`src/rtl/vga_mmio_pkg.sv`:
```
// Shared screen-window memory map and DMA state encoding, used by the DMA master,
// the system bus mux and the bench monitor.
package vga_mmio_pkg;

  localparam logic [15:0] VRAM_BASE      = 16'h0200;
  localparam logic [15:0] VRAM_SIZE      = 16'h0400;
  localparam logic [15:0] COPY_REG_ADDR  = 16'h4015;
  localparam logic [15:0] FILL_REG_ADDR  = 16'h4016;

  typedef enum logic [2:0] {
    DMA_IDLE    = 3'd0,
    DMA_HALT    = 3'd1,
    DMA_READ    = 3'd2,
    DMA_CAPTURE = 3'd3,
    DMA_WRITE   = 3'd4,
    DMA_FILL    = 3'd5,
    DMA_DONE    = 3'd6
  } dma_state_t;

endpackage

```
`src/rtl/vga_dma_master.sv`:
```
// Bus initiator that halts the CPU and either copies a 1 KiB source range into the
// VGA screen window or fills the window with a constant byte.
module vga_dma_master
  import vga_mmio_pkg::*;
#(
  parameter logic [15:0] DST_BASE = VRAM_BASE,
  parameter int          LEN      = 1024,
  parameter logic [15:0] COPY_REG = COPY_REG_ADDR,
  parameter logic [15:0] FILL_REG = FILL_REG_ADDR
) (
  input  logic        clock,
  input  logic        reset,
  input  logic [15:0] cpu_addr,
  input  logic [7:0]  cpu_data,
  input  logic        cpu_rw,
  input  logic [7:0]  rd_data,
  output logic [15:0] bus_addr,
  output logic [7:0]  bus_data,
  output logic        bus_rw,
  output logic        bus_own,
  output logic        cpu_halt,
  output logic        busy,
  output logic        done
);

  dma_state_t  r_state;
  dma_state_t  w_nextState;
  logic [10:0] r_idx;
  logic [10:0] w_nextIdx;
  logic [15:0] r_src;
  logic [15:0] r_lastAddr;
  logic [7:0]  r_fillVal;
  logic [7:0]  r_dataQ;
  logic [7:0]  r_lastData;
  logic        r_modeFill;
  logic        w_trigCopy;
  logic        w_trigFill;
  logic        w_lastIdx;

  assign w_trigCopy = !cpu_rw && (cpu_addr == COPY_REG);
  assign w_trigFill = !cpu_rw && (cpu_addr == FILL_REG);
  assign w_lastIdx  = (r_idx == 11'(LEN - 1));

  always_comb begin
    w_nextState = r_state;
    w_nextIdx   = r_idx;
    unique case (r_state)
      DMA_IDLE:    if (w_trigCopy || w_trigFill) w_nextState = DMA_HALT;
      DMA_HALT:    w_nextState = r_modeFill ? DMA_FILL : DMA_READ;
      DMA_READ:    w_nextState = DMA_CAPTURE;
      DMA_CAPTURE: w_nextState = DMA_WRITE;
      DMA_WRITE: begin
        w_nextIdx   = r_idx + 11'd1;
        w_nextState = w_lastIdx ? DMA_DONE : DMA_READ;
      end
      DMA_FILL: begin
        w_nextIdx   = r_idx + 11'd1;
        w_nextState = w_lastIdx ? DMA_DONE : DMA_FILL;
      end
      DMA_DONE: begin
        w_nextIdx   = '0;
        w_nextState = DMA_IDLE;
      end
      default:     w_nextState = DMA_IDLE;
    endcase
  end

  // Outside the bus-owning states the address/data lines keep their last driven value.
  always_comb begin
    bus_addr = r_lastAddr;
    bus_data = r_lastData;
    bus_rw   = 1'b1;
    bus_own  = 1'b0;
    cpu_halt = 1'b0;
    busy     = 1'b0;
    done     = 1'b0;
    unique case (r_state)
      DMA_HALT: begin
        cpu_halt = 1'b1;
        busy     = 1'b1;
      end
      DMA_READ, DMA_CAPTURE: begin
        bus_own  = 1'b1;
        cpu_halt = 1'b1;
        busy     = 1'b1;
        bus_addr = r_src + {5'd0, r_idx};
      end
      DMA_WRITE, DMA_FILL: begin
        bus_own  = 1'b1;
        bus_rw   = 1'b0;
        cpu_halt = 1'b1;
        busy     = 1'b1;
        bus_addr = DST_BASE + {5'd0, r_idx};
        bus_data = (r_state == DMA_FILL) ? r_fillVal : r_dataQ;
      end
      DMA_DONE: begin
        busy = 1'b1;
        done = 1'b1;
      end
      default: begin
        bus_own = 1'b0;
      end
    endcase
  end

  // Triggers are only accepted while idle; anything arriving mid-transfer is dropped.
  always_ff @(posedge clock) begin
    if (!reset) begin
      r_state    <= DMA_IDLE;
      r_idx      <= '0;
      r_src      <= '0;
      r_fillVal  <= '0;
      r_dataQ    <= '0;
      r_modeFill <= 1'b0;
      r_lastAddr <= '0;
      r_lastData <= '0;
    end else begin
      r_state    <= w_nextState;
      r_idx      <= w_nextIdx;
      r_lastAddr <= bus_addr;
      r_lastData <= bus_data;
      if (r_state == DMA_IDLE && (w_trigCopy || w_trigFill)) begin
        r_modeFill <= w_trigFill;
        if (w_trigFill) r_fillVal <= cpu_data;
        else            r_src     <= {cpu_data, 8'h00};
      end
      if (r_state == DMA_CAPTURE) r_dataQ <= rd_data;
    end
  end

endmodule

```
`config.mk`:
```
export PLATFORM = sky130hd
export DESIGN_NAME = vga_dma_master
export DESIGN_NICKNAME = d
export VERILOG_FILES = /design/src/rtl/vga_mmio_pkg.sv /design/src/rtl/vga_dma_master.sv
export SDC_FILE = /design/constraint.sdc
export NUM_CORES = 1
export LEC_CHECK = 0
export BUFFER_PORTS_ARGS = -buffer_cell sky130_fd_sc_hd__buf_2
export CORE_ASPECT_RATIO = 1.4
export CORE_MARGIN = 5
export CORE_UTILIZATION = 50
export DETAILED_ROUTE_END_ITERATION = 8
export PLACE_DENSITY_LB_ADDON = 0.1
export SYNTH_ARGS = -nofsm -noshare
export SYNTH_HDL_FRONTEND = slang
export SYNTH_SLANG_ARGS = --single-unit
```
`constraint.sdc`:
```
create_clock -name clock -period 4.8 [get_ports clock]
set_input_delay 0.96 -clock clock [delete_from_list [all_inputs] [get_ports clock]]
set_output_delay 0.96 -clock clock [all_outputs]
set_load 0.01 [all_outputs]
```
# Word level (Yosys, flattened, before mapping)
# Cells that the tools add are included.
word_totals:
  ff_bits: 63
  out_inout_bits: 29
  in_bits: 35
  word_cells: 50
op_classes:
  bitwise_logic: 1
  n_addsub: 3
  mux: 14
  n_eq_ne: 10
  reduce_logical: 14
op_table:
  columns: ["op", "count"]
  rows:
  - ["$eq 16x15->1 const B", 2]
  - ["$pmux 16 s2", 1]
  - ["$pmux 11 s2", 1]
  - ["$pmux 3 s6", 1]
  - ["$add 16x11->16", 1]
  - ["$mux 8", 2]
  - ["$add 10x11->12 const A", 1]
  - ["$add 11x1->11 const B", 1]
  - ["$eq 11x10->1 const B", 1]
  - ["$eq 3x3->1 const B", 3]
  - ["$mux 3", 3]
  - ["$eq 3x2->1 const B", 2]
  - ["$reduce_or 6->1", 1]
  - ["$mux 1", 5]
  - ["$reduce_or 5->1", 1]
  - ["$reduce_and 2->1", 2]
  - ["$reduce_or 2->1", 2]
  - ["$reduce_or 4->1", 1]
  - ["$eq 3x1->1 const B", 1]
  - ["$logic_and 1x1->1", 3]
  - ["$logic_not 3->1", 1]
  - ["$mux 2", 1]
  - ["$ne 2x1->1 const B", 1]
  - ["$reduce_bool 2->1", 1]
  - ["other kinds (3)", 3]

# Logic depth before layout (Yosys ltp)
# Gate-level depths: netlist (run 1).
depth:
  ltp_word: 5
  ltp_mapped: 7

# Least setup slack after synthesis (run 1)
# No wires, ideal clock.
synth_timing:
  kind: "register -> output"
  from: "register r_idx[10]"
  to: "output bus_addr[11]"
  stages_incl_launch_ff: 6
  t_arrival_ns: 1.489
  setup_slack_ns: 2.351
  required_ns: 3.840
  cell_sequence: "dfxtp_1 -> ha_1 -> a21oi_1 -> a21oi_1 -> o21a_1 -> o31a_1"
synth_via:
  elab_chain_cells: 2
  elab_cells_between_ends: 3
synth_rtl:
  columns: ["element", "line_no", "text"]
  rows:
  - ["from (decl)", "vga_dma_master.sv:28", "logic [10:0] r_idx;"]
  - ["from (signal assigned)", "vga_dma_master.sv:119", "r_idx <= w_nextIdx;"]
  - ["$add 16x11->16 or $add 10x11->12 (tied branches)", "vga_dma_master.sv:86, vga_dma_master.sv:93", null]
  - ["$pmux 16 s2 (*)", "vga_dma_master.sv:77", "unique case (r_state)"]
  - ["to (decl)", "vga_dma_master.sv:17", "output logic [15:0] bus_addr,"]
# Every way passes the cells marked *; elsewhere a longest branch is shown, timed or not.

# Worst setup path after layout (run 1)
layout_timing:
  from: "register r_state[1]"
  to: "output bus_addr[12]"
layout_via:
  elab_chain_cells: 3
  elab_cells_between_ends: 7
layout_rtl:
  columns: ["element", "line_no", "text"]
  rows:
  - ["from (decl)", "vga_dma_master.sv:26", "dma_state_t r_state;"]
  - ["from (signal assigned)", "vga_dma_master.sv:118", "r_state <= w_nextState;"]
  - ["$eq 3x3->1 or $eq 3x2->1 (tied branches)", "vga_dma_master.sv:77", null]
  - ["$reduce_or 2->1 (on tied branches)", null, null]
  - ["$pmux 16 s2 (*)", "vga_dma_master.sv:77", null]
# Marked as above.

==> flow_summary.json, run 1 <==
{
  "status": "finished, final reports clean",
  "finalCritPeriodShare_pct": 76.3,
  "synth-edff-count": 0,
  "slew_headroom_pct": 33.5,
  "worstPathCellList": "nor2b_1 -> o211ai_1 -> nand3_1 -> buf_2",
  "clock_tree.root_cell": "sky130_fd_sc_hd__clkbuf_8",
  "largest_stage_delay_worst_path_ps": 980,
  "postCtsHoldBufs": 0,
  "seq_area_frac_synth_pct": 41.6,
  "path_clk_slew_ps": 70,
  "postPlaceCellArea_um2": 3350,
  "worst_path_dominant_cell_family": "simple AND/OR/NAND/NOR gates",
  "crit_buf_inv": 1,
  "grt_overflow": 0,
  "global_route.usage.total_pct": 19.9,
  "first_iter_violations": 87,
  "via_count": 2526,
  "routed_wirelength_um": 6960,
  "report.final.hold_viol_count": 0,
  "clock_path_buffers": 2,
  "category_of_the_worst_setup_path_capture_point": "output pin",
  "worst_path_max_fanout": 29,
  "cts_num_sinks": 63,
  "holdWs_ps": 456,
  "post_layout_minimum_cycle_time_ps": 3660,
  "synthArstFlopShare_pct": 0,
  "stdcell_count": 479,
  "cts-htree-levels": 3,
  "worst-endpoint-arrival_ps": 2700,
  "wire_per_inst_um": 14.5,
  "insertion_delay_ps": 340,
  "drt_pre_antenna_iters": 4,
  "grt_pass1_vias": 2569,
  "reg2reg_setup_slack_ps": 2220,
  "final-max-slew-violation-count": 0,
  "fmaxAchievable_ghz": 0.273,
  "syn_avg_cell_area_um2": 8.73,
  "postRouteAntennaNets": 0,
  "dr_vias_cell": 5.27,
  "synthesis.instances": 347,
  "post_cts.resized_instances": 0,
  "post-dp-hpwl_um": 5060,
  "std_cell_rows": 33,
  "yosys.cell_types.count": 49,
  "floorplan.initialDensity_pct": 51.7,
  "setup.worst_path.start_class": "flip-flop",
  "final.setup.tns_ps": 0,
  "die_height_um": 102,
  "drv_cap": 0,
  "flow.area_growth_from_synthesis_pct": 19.1,
  "total_power_uw": 1130,
  "io-pin-count": 64,
  "worst_path_max_delay_cell": "sky130_fd_sc_hd__dfxtp_1",
  "die_x_um": 75.8,
  "finalSetupViolCount": 0,
  "clock_tree_from_tritoncts": "yes",
  "synth.ff_latch_count": 63,
  "grt_setup_unrepaired": "no",
  "global_route_wire_length_before_repair_um": 11600,
  "post-cts-setup-buffer-count": 0,
  "largest_net_degree_at_the_start_of_global_routing": 53,
  "ys_dominant_reg_cell": "sky130_fd_sc_hd__dfxtp_1",
  "final_nets": 445,
  "cts_made_buffers": 9,
  "mostFrequentLayoutCells": "63 x sky130_fd_sc_hd__buf_2, 63 x sky130_fd_sc_hd__dfxtp_1, 55 x sky130_fd_sc_hd__nand2_1",
  "power.density_nw_per_um2": 313,
  "dp.cells": 463,
  "finish.instance_area_um2": 3610,
  "timing.setup.critical_path_class": "reg -> out",
  "n_fill_cell": 550,
  "post_route_drc_violation_count": 0,
  "min_path_type": "reg -> reg",
  "syn_area_um2": 3030,
  "worst_vdd_rail_ir_drop_uv": 220,
  "power.static_leakage_uw": 0.00146,
  "buffer_ports.inserted": 63,
  "count_of_inserted_antenna_diode_cells": 0,
  "worstPathRequired_ps": 3840,
  "timing_worst_slew_pin_value_ps": 997,
  "die-area_um2": 7740,
  "core_area_um2": 5860,
  "initial_antenna_violation_count": 0,
  "synthesis.nets": 388,
  "gpl.final_weighted_congestion": 0.795,
  "yosysWarningCount": 0,
  "drive_gt1_share_pct": 23.0,
  "clock-skew-final_ps": 5.03
}
[area by class of cell]
| cell class | count | area [um^2] | area share (%) |
|---|---|---|---|
| multi-input combinational | 253 | 1620 | 44.9 |
| sequential | 63 | 1260 | 35.0 |
| timing repair buffer | 67 | 345 | 9.57 |
| clock buffer | 11 | 151 | 4.20 |
| clock inverter | 5 | 104 | 2.88 |
| tap | 70 | 87.6 | 2.43 |
| inverter | 10 | 37.5 | 1.04 |
[Yosys cell counts, types with 2 or more instances]
master | number | area share (%)
sky130_fd_sc_hd__nor4b_1 | 3 | 0.87
sky130_fd_sc_hd__clkbuf_1 | 11 | 1.4
sky130_fd_sc_hd__o211ai_1 | 2 | 0.50
sky130_fd_sc_hd__a211oi_1 | 2 | 0.50
sky130_fd_sc_hd__buf_6 | 3 | 1.1
sky130_fd_sc_hd__dfxtp_1 | 63 | 42
sky130_fd_sc_hd__nor4_1 | 4 | 0.83
sky130_fd_sc_hd__nand3_1 | 18 | 3.0
sky130_fd_sc_hd__mux2i_1 | 28 | 9.2
sky130_fd_sc_hd__buf_2 | 4 | 0.66
sky130_fd_sc_hd__or4_1 | 2 | 0.50
sky130_fd_sc_hd__nor2b_1 | 5 | 1.0
sky130_fd_sc_hd__o21ai_0 | 15 | 2.5
sky130_fd_sc_hd__and2_1 | 21 | 4.3
sky130_fd_sc_hd__nand2b_1 | 2 | 0.41
sky130_fd_sc_hd__buf_1 | 2 | 0.25
sky130_fd_sc_hd__nand4_1 | 6 | 1.2
sky130_fd_sc_hd__mux2_2 | 6 | 2.2
sky130_fd_sc_hd__nand3b_1 | 2 | 0.50
sky130_fd_sc_hd__nand2_1 | 55 | 6.8
sky130_fd_sc_hd__ha_1 | 5 | 2.1
sky130_fd_sc_hd__xnor2_1 | 9 | 2.6
sky130_fd_sc_hd__nor2_1 | 17 | 2.1
sky130_fd_sc_hd__inv_1 | 9 | 1.1
sky130_fd_sc_hd__o31a_1 | 2 | 0.58
sky130_fd_sc_hd__a21oi_1 | 21 | 3.5
sky130_fd_sc_hd__xor2_1 | 4 | 1.2
sky130_fd_sc_hd__a31oi_1 | 2 | 0.41
sky130_fd_sc_hd__nor3_1 | 4 | 0.66
[sequential cells by signal, indices dropped and copies added (netlist names)]
name / cells
r_dataQ: 8
r_fillVal: 8
r_idx: 11
r_lastAddr: 16
r_lastData: 8
r_modeFill: 1
r_src: 8
r_state: 3
[cell families after synthesis]
kind of cell / after synthesis / share of synthesized area [%]
compound gates: 51 / 9.95
mux: 35 / 11.8
xor+xnor: 13 / 3.76
simple gates: 148 / 25.2
fa+ha+maj: 6 / 2.73
flops: 63 / 41.6
buf+inv: 31 / 4.87
[power by group]
part	switching, uW	leakage (uW)	internal, uW
logic	16.0	0.000825	12.6
clock network	205	0.000130	373
registers	0.00120	0.000507	522
total	221	0.00146	908
[worst paths after layout]
path | from | end | cells past startpoint
worst max-delay path | r_state[1] | bus_addr[12] | 4
worst min-delay path | r_dataQ[2] | r_dataQ[2] | 2
worst max register to register | r_state[1] | r_dataQ[6] | 4
worst min register to register | r_dataQ[2] | r_dataQ[2] | 2
[tightest hold or removal path: stages, from the launching register on]
cell and delay [ps]:
sky130_fd_sc_hd__dfxtp_1 310, sky130_fd_sc_hd__nand2_1 50, sky130_fd_sc_hd__a21oi_1 50
[metal layers]
metal	global-route usage (%)	share of wire (%)	vias to the layer above
met5	0	0	-
met4	7.67	1.6	0
met3	4.53	3.5	10
met2	35.4	54	41
met1	22.4	41	1157
li1	-	-	1318
[stage by stage]
stage / util (%) / setup slack, ps
floorplan: - / 2350
CTS: 61.5 / 1180
finish: 61.5 / 1140
detailed placement: 57.2 / 1550
global route: 61.5 / 962
global placement: 57.2 / 1580
Note: power is estimated with default switching activity, not from simulation.
==> run 2: changes to the inputs <==
--- a/config.mk
+++ b/config.mk
@@ -5,6 +5,7 @@
 export SDC_FILE = /design/constraint.sdc
 export NUM_CORES = 1
 export LEC_CHECK = 0
+export ABC_AREA = 1
 export BUFFER_PORTS_ARGS = -buffer_cell sky130_fd_sc_hd__buf_2
 export CORE_ASPECT_RATIO = 1.4
 export CORE_MARGIN = 5
==> constraint.sdc (replaced) <==
create_clock -name clock -period 3.42 [get_ports clock]
set_input_delay 0.684 -clock clock [delete_from_list [all_inputs] [get_ports clock]]
set_output_delay 0.684 -clock clock [all_outputs]
set_load 0.01 [all_outputs]
==> flow_summary.json, run 2 <==
{
  "die_height_um": 103,
  "finalSetupViolCount": 0,
  "synth_area_leader_cell": "sky130_fd_sc_hd__dfxtp_1",
  "n_fill_cell": 622,
  "yosys.area.top_type_share_pct": 40.9,
  "worstPathCellList": "inv_1 -> nand2_1 -> nand2_2 -> inv_2 -> or2_1 -> o21ai_0 -> inv_1 -> buf_2",
  "first_iter_violations": 85,
  "mostFrequentLayoutCells": "96 x sky130_fd_sc_hd__nand2_1, 88 x sky130_fd_sc_hd__nor2_1, 63 x sky130_fd_sc_hd__buf_2, 63 x sky130_fd_sc_hd__dfxtp_1, 57 x sky130_fd_sc_hd__inv_1",
  "groute.layer.met2.usage_pct": 32.1,
  "global_route.usage.total_pct": 18.2,
  "worst_vdd_rail_ir_drop_uv": 339,
  "synth_top_cells_by_count": "96 x sky130_fd_sc_hd__nand2_1, 88 x sky130_fd_sc_hd__nor2_1, 63 x sky130_fd_sc_hd__dfxtp_1",
  "post_cts.resized_instances": 0,
  "largest_reg_flops": 16,
  "power.density_nw_per_um2": 417,
  "count_of_inserted_antenna_diode_cells": 0,
  "max_flop_register": "r_lastAddr",
  "finalCritPeriodShare_pct": 83.8,
  "drive_gt1_share_pct": 18.9,
  "clock-skew-final_ps": 6.83,
  "min_path_type": "reg -> reg",
  "report.final.hold_viol_count": 0,
  "post_layout_minimum_cycle_time_ps": 2870,
  "post-dp-hpwl_um": 4970,
  "synthesis.nets": 486,
  "post-cts-setup-buffer-count": 0,
  "io-pin-count": 64,
  "cts-htree-levels": 3,
  "leading_cell_type_in_the_layout_fill_and_taps_excluded": "sky130_fd_sc_hd__nand2_1",
  "power.static_leakage_uw": 0.00183,
  "postCtsHoldBufs": 0,
  "clock_tree.root_cell": "sky130_fd_sc_hd__clkbuf_8",
  "synth.most_common_cell": "sky130_fd_sc_hd__nand2_1",
  "floorplan.initialDensity_pct": 50.4,
  "buffer_ports.inserted": 63,
  "synthArstFlopShare_pct": 0,
  "drv_cap": 0,
  "gr-usage-met1_pct": 20.5,
  "syn_avg_cell_area_um2": 6.93,
  "final_nets": 549,
  "path_clk_slew_ps": 70,
  "category_of_the_worst_setup_path_capture_point": "output pin",
  "cts_num_sinks": 63,
  "ys_dominant_reg_cell": "sky130_fd_sc_hd__dfxtp_1",
  "seq_area_frac_synth_pct": 40.9,
  "worst-endpoint-arrival_ps": 2180,
  "flow.area_growth_from_synthesis_pct": 15.9,
  "worst_path_dominant_cell_family": "flip-flops",
  "critPathMostFrequentCell": "sky130_fd_sc_hd__inv_1",
  "timing_worst_slew_pin_value_ps": 541,
  "final.setup.tns_ps": 0,
  "initial_antenna_violation_count": 0,
  "crit_buf_inv": 4,
  "grt_pass1_vias": 2685,
  "grt_setup_unrepaired": "no",
  "via_count": 2868,
  "die-area_um2": 7860,
  "dr_vias_cell": 4.90,
  "multi_input_comb_area_um2": 1510,
  "global_route_wire_length_before_repair_um": 11700,
  "cts_made_buffers": 9,
  "grt_overflow": 0,
  "die_x_um": 76.4,
  "syn_area_um2": 3090,
  "std_cell_rows": 34,
  "timing.setup.critical_path_class": "reg -> out",
  "global_route.peak_usage_layer": "met2",
  "worstPathRequired_ps": 2740,
  "synth-edff-count": 0,
  "synth.ff_latch_count": 63,
  "worst_path_max_delay_cell": "sky130_fd_sc_hd__dfxtp_1",
  "insertion_delay_ps": 340,
  "wire_per_inst_um": 11.7,
  "met3_usage_pct": 5.16,
  "routed_wirelength_um": 6830,
  "largest_stage_delay_worst_path_ps": 620,
  "synth.top_cells.by_area": "sky130_fd_sc_hd__dfxtp_1 41%, sky130_fd_sc_hd__nand2_1 12%, sky130_fd_sc_hd__nor2_1 11%",
  "largest_net_degree_at_the_start_of_global_routing": 29,
  "worst_path_max_fanout": 17,
  "holdWs_ps": 472,
  "clock_path_buffers": 2,
  "yosys.cell_types.count": 37,
  "synthesis.instances": 445,
  "top_regs": "r_lastAddr x16, r_idx x11",
  "yosysWarningCount": 0,
  "final-seq-area_um2": 1260,
  "post_route_drc_violation_count": 0,
  "drt_pre_antenna_iters": 4,
  "finish.utilization_pct": 58.4,
  "gpl.final_weighted_congestion": 0.801,
  "clock_tree_from_tritoncts": "yes",
  "status": "finished, final reports clean",
  "setup.worst_path.start_class": "flip-flop",
  "slew_headroom_pct": 63.9,
  "final-max-slew-violation-count": 0,
  "fmaxAchievable_ghz": 0.349,
  "core_area_um2": 6130,
  "postRouteAntennaNets": 0
}
run 2: metrics by stage:
stage                     area [um^2]  power (uW)  std cells  setup slack, ps
after floorplan                  3090         887        445             1400
after global placement           3410         953        569              964
after detailed placement         3410         956        569              911
after CTS                        3580        1510        585              520
after global routing             3580        1570        585              355
final                            3580        1490        585              553
run 2: kinds of logic after synthesis:
logic type	after synthesis	synth area share, %
simple gates	237	34.6
buf+inv	73	10.2
fa+ha+maj	6	2.68
flops	63	40.9
compound gates	66	11.7
run 2: metal layers:
layer / part of all wire [%] / up-vias
met5: 0 / -
li1: - / 1538
met1: 44 / 1271
met3: 4.5 / 9
met4: 1.8 / 0
met2: 49 / 50
run 2: worst paths after layout:
| kind | start | end | slack, ps | cells past startpoint |
|---|---|---|---|---|
| hold / removal | r_lastAddr[13] | r_lastAddr[13] | 470 | 2 |
| setup reg to reg | r_state[2] | r_idx[10] | 1550 | 7 |
| hold reg to reg | r_lastAddr[13] | r_lastAddr[13] | 470 | 2 |
| setup / recovery | r_state[2] | bus_addr[1] | 550 | 8 |
run 2: worst register-to-register path: cells and delay by family (launching register included):
kind            cells  cell delay, ps
buf+inv             1             270
flops               1             620
simple gates        4             640
compound gates      2             240
run 2: area by class of cell:
cell class                      instances  share of cell area, %
Multi-Input combinational cell        309                   42.2
Sequential cell                        63                   35.3
Timing Repair Buffer                   63                   8.82
Inverter                               62                   6.51
Clock buffer                           11                   3.67
Tap cell                               72                   2.52
Clock inverter                          5                  0.980
run 2: power by group:
part	switching, uW	internal [uW]	leakage, uW
Sequential	10.9	750	0.000508
Clock	292	263	0.0000833
Combinational	110	65.9	0.00124
Total	412	1080	0.00183
==> run 3: changes to the inputs <==
==> constraint.sdc (replaced) <==
create_clock -name clock -period 2.85 [get_ports clock]
set_input_delay 0.57 -clock clock [delete_from_list [all_inputs] [get_ports clock]]
set_output_delay 0.57 -clock clock [all_outputs]
set_load 0.01 [all_outputs]
==> flow_summary.json, run 3 (synthesis gave the netlist of run 2 again) <==
{
  "buffer_ports.inserted": 63,
  "post_layout_minimum_cycle_time_ps": 2610,
  "drv_cap": 0,
  "clock_tree_from_tritoncts": "yes",
  "max_flop_register": "r_lastAddr",
  "global_route.usage.total_pct": 18.6,
  "insertion_delay_ps": 340,
  "worst-endpoint-arrival_ps": 2040,
  "clock_path_buffers": 2,
  "finish.utilization_pct": 59.3,
  "wire_per_inst_um": 11.7,
  "largest_reg_flops": 16,
  "gpl.final_weighted_congestion": 0.805,
  "post-dp-hpwl_um": 5040,
  "n_fill_cell": 631,
  "dr_vias_cell": 4.92,
  "cts_num_sinks": 63,
  "top_regs": "r_lastAddr x16, r_idx x11",
  "report.final.hold_viol_count": 0,
  "postPlaceCellArea_um2": 3420,
  "post_route_drc_violation_count": 0,
  "floorplan.initialDensity_pct": 50.4,
  "core_area_um2": 6130,
  "drive_gt1_share_pct": 19.1,
  "groute.layer.met2.usage_pct": 34.3,
  "count_of_inserted_antenna_diode_cells": 0,
  "worst_path_max_fanout": 17,
  "grt_pass1_vias": 2786,
  "drt_pre_antenna_iters": 4,
  "largest_net_degree_at_the_start_of_global_routing": 29,
  "postRouteAntennaNets": 0,
  "mostFrequentLayoutCells": "96 x sky130_fd_sc_hd__nand2_1, 88 x sky130_fd_sc_hd__nor2_1, 63 x sky130_fd_sc_hd__buf_2",
  "final_nets": 550,
  "grt_setup_unrepaired": "no",
  "number_of_cells_traversed_by_the_worst_hold_path": 3,
  "cts_made_buffers": 9,
  "die_height_um": 103,
  "leading_cell_type_in_the_layout_fill_and_taps_excluded": "sky130_fd_sc_hd__nand2_1",
  "timing.setup.critical_path_class": "reg -> out",
  "finalSetupViolCount": 0,
  "setup.worst_path.start_class": "flip-flop",
  "status": "finished, final reports clean",
  "global_route_wire_length_before_repair_um": 11900,
  "met3_usage_pct": 5.16,
  "clock_tree.root_cell": "sky130_fd_sc_hd__clkbuf_8",
  "die-area_um2": 7860,
  "finalCritPeriodShare_pct": 91.5,
  "gr-usage-met1_pct": 20.8,
  "timing_worst_slew_pin_value_ps": 513,
  "final.setup.tns_ps": 0,
  "std_cell_rows": 34,
  "worstPathRequired_ps": 2280,
  "cts-htree-levels": 3,
  "clock-skew-final_ps": 8.46,
  "grt_overflow": 0,
  "worst_vdd_rail_ir_drop_uv": 396,
  "routed_wirelength_um": 6850,
  "global_route.peak_usage_layer": "met2",
  "fmaxAchievable_ghz": 0.383,
  "power.density_nw_per_um2": 543,
  "io-pin-count": 64,
  "final-max-slew-violation-count": 0,
  "power.static_leakage_uw": 0.00185,
  "die_x_um": 76.4,
  "flow.area_growth_from_synthesis_pct": 17.7,
  "initial_antenna_violation_count": 0,
  "first_iter_violations": 129,
  "min_path_type": "in -> reg",
  "ff2ff_path_depth": 8,
  "via_count": 2881,
  "slew_headroom_pct": 65.8,
  "finish.instance_area_um2": 3630,
  "category_of_the_worst_setup_path_capture_point": "output pin",
  "path_clk_slew_ps": 70
}
[run 3: changes by cell type in the layout (fill, tap and decap cells not counted)]
cell                        delta
sky130_fd_sc_hd__bufinv_16     +2
sky130_fd_sc_hd__clkinv_2      -2
sky130_fd_sc_hd__clkinv_4      -2
sky130_fd_sc_hd__buf_4         +1
sky130_fd_sc_hd__clkbuf_8      +1
sky130_fd_sc_hd__dfxtp_1       -1
sky130_fd_sc_hd__dfxtp_2       +1
[run 3: metrics by stage]
stage	hold slack, ps	setup slack (ps)	power [uW]	cells
floorplan	441	941	1060	445
global placement	462	504	1150	570
detailed placement	464	434	1150	570
CTS	441	54.0	1990	585
global route	456	63.7	2070	585
finish	451	241	1970	585
[run 3: final timing paths]
path | endpoint | startpoint | slack [ps]
worst min register to register | r_lastAddr[12] | r_lastAddr[12] | 470
worst max-delay path | bus_addr[1] | r_state[2] | 240
worst max register to register | r_idx[10] | r_state[1] | 1110
worst min-delay path | r_dataQ[4] | rd_data[4] | 450
[run 3: power breakdown]
part | leakage [uW] | internal [uW] | total (uW) | switching [uW]
Sequential | 0.000508 | 900 | 913 | 12.4
Clock | 0.000103 | 512 | 848 | 335
Combinational | 0.00124 | 80.0 | 211 | 131
Total | 0.00185 | 1490 | 1970 | 479
[run 3: final cells by class]
class | count | area [um^2] | area share, %
Clock buffer | 12 | 145 | 4.00
Clock inverter | 3 | 67.6 | 1.86
Inverter | 62 | 233 | 6.41
Multi-Input combinational cell | 309 | 1510 | 41.6
Sequential cell | 63 | 1260 | 34.8
Tap cell | 72 | 90.1 | 2.48
Timing Repair Buffer | 64 | 323 | 8.89
[run 3: timing repair]
item / in CTS / in global routing
resized for setup: 0 / 1
hold buffers: 0 / 0
endpoints found under the setup margin: 0 / 3
buffers inserted: 0 / 0
[run 3: critical path, cell delays in order (launching register included)]
cell and delay, ps:
sky130_fd_sc_hd__dfxtp_2 400, sky130_fd_sc_hd__inv_1 160, sky130_fd_sc_hd__nand2_1 170, sky130_fd_sc_hd__nand2_2 280, sky130_fd_sc_hd__inv_2 160, sky130_fd_sc_hd__or2_1 230
sky130_fd_sc_hd__o21ai_0 100, sky130_fd_sc_hd__inv_1 70, sky130_fd_sc_hd__buf_2 140
[run 3: per-layer routing]
metal,up-vias,wire length (um)
met5,-,0
met4,0,85
met3,8,292
met2,43,3430
met1,1291,3040
li1,1539,-
